<file path="src/rtl/axi4_len_fifo.sv">
// Small FIFO of burst lengths; a push and pop in the same cycle always succeed,
// even when empty (value passes straight through) or full.
module axi4_len_fifo #(
  parameter int DEPTH = 8
) (
  input  logic       clk,
  input  logic       srst,
  input  logic       push,
  input  logic [7:0] push_data,
  input  logic       pop,
  output logic       full,
  output logic       empty,
  output logic [7:0] head
);
  localparam int PTR_W = (DEPTH > 1) ? $clog2(DEPTH) : 1;
  localparam int CNT_W = $clog2(DEPTH + 1);
  localparam logic [PTR_W-1:0] LAST_PTR = PTR_W'(DEPTH - 1);

  logic [7:0]       mem_reg [DEPTH];
  logic [PTR_W-1:0] wr_ptr_reg, rd_ptr_reg;
  logic [CNT_W-1:0] count_reg;
  logic             do_push, do_pop;

  assign full    = (count_reg == CNT_W'(DEPTH));
  assign empty   = (count_reg == '0);
  assign do_push = push && (!full || pop);
  assign do_pop  = pop && (!empty || push);
  assign head    = mem_reg[rd_ptr_reg];

  always_ff @(posedge clk) begin
    if (do_push) mem_reg[wr_ptr_reg] <= push_data;
  end

  always_ff @(posedge clk) begin
    if (srst) begin
      wr_ptr_reg <= '0;
      rd_ptr_reg <= '0;
      count_reg  <= '0;
    end else begin
      if (do_push) wr_ptr_reg <= (wr_ptr_reg == LAST_PTR) ? '0 : wr_ptr_reg + 1'b1;
      if (do_pop)  rd_ptr_reg <= (rd_ptr_reg == LAST_PTR) ? '0 : rd_ptr_reg + 1'b1;
      case ({do_push, do_pop})
        2'b10:   count_reg <= count_reg + 1'b1;
        2'b01:   count_reg <= count_reg - 1'b1;
        default: count_reg <= count_reg;
      endcase
    end
  end
endmodule

</file>
<file path="config.mk">
export PLATFORM = sky130hd
export DESIGN_NAME = axi4_len_fifo
export DESIGN_NICKNAME = d
export VERILOG_FILES = /design/src/rtl/axi4_len_fifo.sv
export SDC_FILE = /design/constraint.sdc
export NUM_CORES = 1
export LEC_CHECK = 0
export BUFFER_PORTS_ARGS = -buffer_cell sky130_fd_sc_hd__buf_2
export CAP_MARGIN = 20
export CORE_ASPECT_RATIO = 2
export CORE_MARGIN = 2
export CORE_UTILIZATION = 55
export CTS_BUF_LIST = sky130_fd_sc_hd__clkbuf_16
export CTS_CLUSTER_SIZE = 30
export DETAILED_ROUTE_END_ITERATION = 12
export GPL_TIMING_DRIVEN = 0
export PLACE_DENSITY = 0.74
export SLEW_MARGIN = 25
export SYNTH_ARGS = -nofsm -noshare
export SYNTH_HDL_FRONTEND = slang
export SYNTH_SLANG_ARGS = --single-unit
</file>
<file path="constraint.sdc">
create_clock -name clk -period 3.2 [get_ports clk]
set_clock_uncertainty 0.05 [all_clocks]
set_input_delay 0.48 -clock clk [delete_from_list [all_inputs] [get_ports clk]]
set_output_delay 0.48 -clock clk [all_outputs]
set_load 0.02 [all_outputs]
</file>
==> impl_metrics.env <==
export IMPL_status="finished clean"
export IMPL_p_leak_nw=1.258
export IMPL_fin_crit_ns=2.912
export IMPL_timing_final_ws_setup_ns=0.2880
export IMPL_drt_initial_drc_count=59
export IMPL_yosysUniqueCellTypes=30
export IMPL_synth_xor_area_share_pct=0.8495
export IMPL_grt_overflow=0
export IMPL_place_area_um2=3304
export IMPL_largest_register_ffs=64
export IMPL_fillCellCount=388
export IMPL_cts_buffer_depth=2
export IMPL_rsz0062_at_grt="no"
export IMPL_synth_edf_count=64
export IMPL_drc=0
export IMPL_p_comb_share_pct=20.5
export IMPL_grt_pass1_vias=1720
export IMPL_ys_flop_type="edfxtp_1"
export IMPL_holdPathEnd="mem_reg[0][0]$_DFFE_PP_"
export IMPL_r2r_cells=10
export IMPL_sequentialPowerShare_pct=46.7
export IMPL_core_area_um2=5420
export IMPL_area_growth_pct=15.09
export IMPL_yosys_area_share_simple_pct=5.906
export IMPL_wl_per_cell_um=20.81
export IMPL_cts_setup_buffers=0
export IMPL_numCtsBuffers=9
export IMPL_finalHoldViolations=0
export IMPL_placement_rows=38
export IMPL_place_gp_congestion=0.7292
export IMPL_routed_via_density=5.989
export IMPL_clock_power_share_pct=32.8
export IMPL_io_buffers=21
export IMPL_syn_cell_area_um2=3093
export IMPL_postCtsHoldBufs=0
export IMPL_synth_top_area_share_pct=62.14
export IMPL_synthMuxAreaShare_pct=15.90
export IMPL_crit_path_max_incr_delay_ns=0.52
export IMPL_synth_compound_area_share_pct=2.791
export IMPL_nNetsFinal=221
export IMPL_ff2ff_setup_slack_ns=0.40
export IMPL_drv_slew=0
export IMPL_via_count=1599
export IMPL_synthAdderAreaFrac_pct=2.832
export IMPL_ys_seq_area_share_pct=70.55
export IMPL_worst_pin_slew_ns=0.9316
export IMPL_cp_slowest_cell="clkbuf_1"
export IMPL_clk_latency_ns=0.33
export IMPL_netlist_top_cell_by_area="edfxtp_1"
export IMPL_required_ns=2.67
export IMPL_sw_frac_of_total_pct=26.27
export IMPL_crit_fanout=10
export IMPL_clk_pin_slew_ns=0.05
export IMPL_hp_start="push_data[0]"
export IMPL_cts_sinks=77
export IMPL_end_kind="primary output"
export IMPL_dpl_hpwl_um=4008
export IMPL_drt_pass1_iter_count=4
export IMPL_drive_above_1_share_pct=34.30
export IMPL_die_h_um=110.1
export IMPL_async_reset_ff_share_pct=0
export IMPL_yosys_top_cells_area="edfxtp_1, mux4_2, dfxtp_1, mux2_2, ha_1"
export IMPL_start_kind="flop"
export IMPL_syn_nets=188
export IMPL_ys_seq_elements=77
export IMPL_preCtsSetupSlack_ns=0.4133
export IMPL_antenna_cells=0
export IMPL_holdPathStages=1
export IMPL_period_share_pct=91.00
export IMPL_finalSetupTns_ns=0
export IMPL_worstPathCellList="buf_1 > clkbuf_1 > mux4_2 > mux2_2 > buf_2"
export IMPL_ir_drop_mv=0.9928
export IMPL_cts_tree="built"
export IMPL_antenna_left=0
export IMPL_num_io_pins=22
export IMPL_slew_headroom_pct=37.66
export IMPL_design_area_um2=3560
export IMPL_synthCells=169
export IMPL_antenna_found_initial=0
export IMPL_yosys_warnings=0
export IMPL_routed_wl_um=5556
export IMPL_post_cts_resized=0
export IMPL_cts_root_buffer="clkbuf_16"
export IMPL_rr_endpoint="count_reg[2]$_SDFFE_PP0P_"
export IMPL_crit_arrival_ns=2.38
export IMPL_htree_levels=3
export IMPL_r2r_start="count_reg[1]$_SDFFE_PP0P_"
export IMPL_synth_top_family_by_area="multiplexers"
export IMPL_hp_class="in -> reg"
export IMPL_finalSetupViolCount=0
export IMPL_die_area_um2=6276
export IMPL_power_density_nw_per_um2=727.9
export IMPL_clock_fmax_ghz=0.3434
export IMPL_cap_viol_max_count=0
export IMPL_grtUsageTotal_pct=20.81
export IMPL_synth_area_per_cell_um2=18.30
export IMPL_grt_pass1_wl_um=8887
export IMPL_intPower_w=0.001910
export IMPL_start_util_pct=57.06
export IMPL_die_w_um=57.03
export IMPL_criticalPathCategory="reg -> out"
export IMPL_switching_power_w=0.0006808
export IMPL_grt_start_max_net_pins=13
## power by group through the flow
stage	sequential [W]	combinational, W	clock (W)
6_report	0.00121	0.000532	0.000849
5_1_grt	0.00122	0.000588	0.000911
4_1_cts	0.00121	0.000542	0.000863
3_5_place_dp	0.00123	0.000540	0
3_3_place_gp	0.00122	0.000513	0
2_1_floorplan	0.00121	0.000402	0
## metrics by stage
| stage | power [W] | util, % | hold WS (ns) | instances |
|---|---|---|---|---|
| after floorplan | 0.001612 | - | 0.3996 | 169 |
| after global placement | 0.001733 | 60.39 | 0.4169 | 250 |
| after detailed placement | 0.001770 | 60.96 | 0.4271 | 251 |
| after CTS | 0.002614 | 65.67 | 0.3525 | 267 |
| after global routing | 0.002717 | 65.67 | 0.3711 | 267 |
| final | 0.002591 | 65.67 | 0.3681 | 267 |
## cell usage in the layout (no fill, tap or decap), types with 3 or more instances in the layout
master,synthesis,final
a21oi_1,8,8
buf_2,2,24
clkbuf_16,0,9
clkinv_2,0,3
dfxtp_1,13,13
edfxtp_1,64,64
ha_1,7,7
inv_1,3,6
mux2_2,9,9
mux2i_1,3,3
mux4_2,16,16
nand2_1,5,5
nand2b_1,3,3
nor2_1,8,8
nor3_2,0,4
or3_1,3,3
xor2_1,3,3
## worst max path at each step
| stage | from | end | slack (ns) |
|---|---|---|---|
| after floorplan | count_reg[1]$_SDFFE_PP0P_ | count_reg[2]$_SDFFE_PP0P_ | 0.69 |
| after global placement | pop | mem_reg[0][2]$_DFFE_PP_ | 0.51 |
| after detailed placement | count_reg[1]$_SDFFE_PP0P_ | count_reg[2]$_SDFFE_PP0P_ | 0.41 |
| after CTS | flop | head[1] | 0.23 |
| after global routing | count_reg[1]$_SDFFE_PP0P_ | count_reg[2]$_SDFFE_PP0P_ | 0.17 |
| final | flop | head[3] | 0.29 |
## final cells by class
type	instances	area, µm²	area share (%)
Clock buffer	9	225.2	6.327
Timing Repair Buffer	22	110.1	3.093
Clock inverter	7	30.03	0.8436
Buffer	6	25.02	0.7030
Sequential cell	77	2182	61.30
Multi-Input combinational cell	83	900.9	25.31
Tap cell	60	75.07	2.109
Inverter	3	11.26	0.3163
## layer usage
layer  vias to the layer above  global-route usage, %  part of all wire [%]
met3                        12                  6.068                   3.4
met5                         -                      0                     0
li1                        736                      -                     -
met1                       812                  20.74                    35
met2                        39                  37.77                    59
met4                         0                  11.46                   2.5
## cells in the mapped netlist, drive strengths merged (3+ instances only)
| master | n |
|---|---|
| or3 | 3 |
| ha | 7 |
| o21ai | 3 |
| mux4 | 16 |
| nor3 | 4 |
| inv | 3 |
| buf | 4 |
| xor2 | 3 |
| mux2i | 3 |
| dfxtp | 13 |
| nand2b | 3 |
| mux2 | 9 |
| nor2 | 8 |
| nand2 | 5 |
| a21oi | 8 |
| edfxtp | 64 |
## cells by family after synthesis
family	count (synthesis)
simple gates	32
fa+ha+maj	7
xor+xnor	3
compound gates	13
mux	28
buf+inv	9
flops	77
## worst max-delay path: cells and delay by family (launching register included)
family   cells  cell delay, ns
buf+inv      3            1.07
mux          2            0.68
flops        1            0.30
Power figures use the tool's default switching activity.
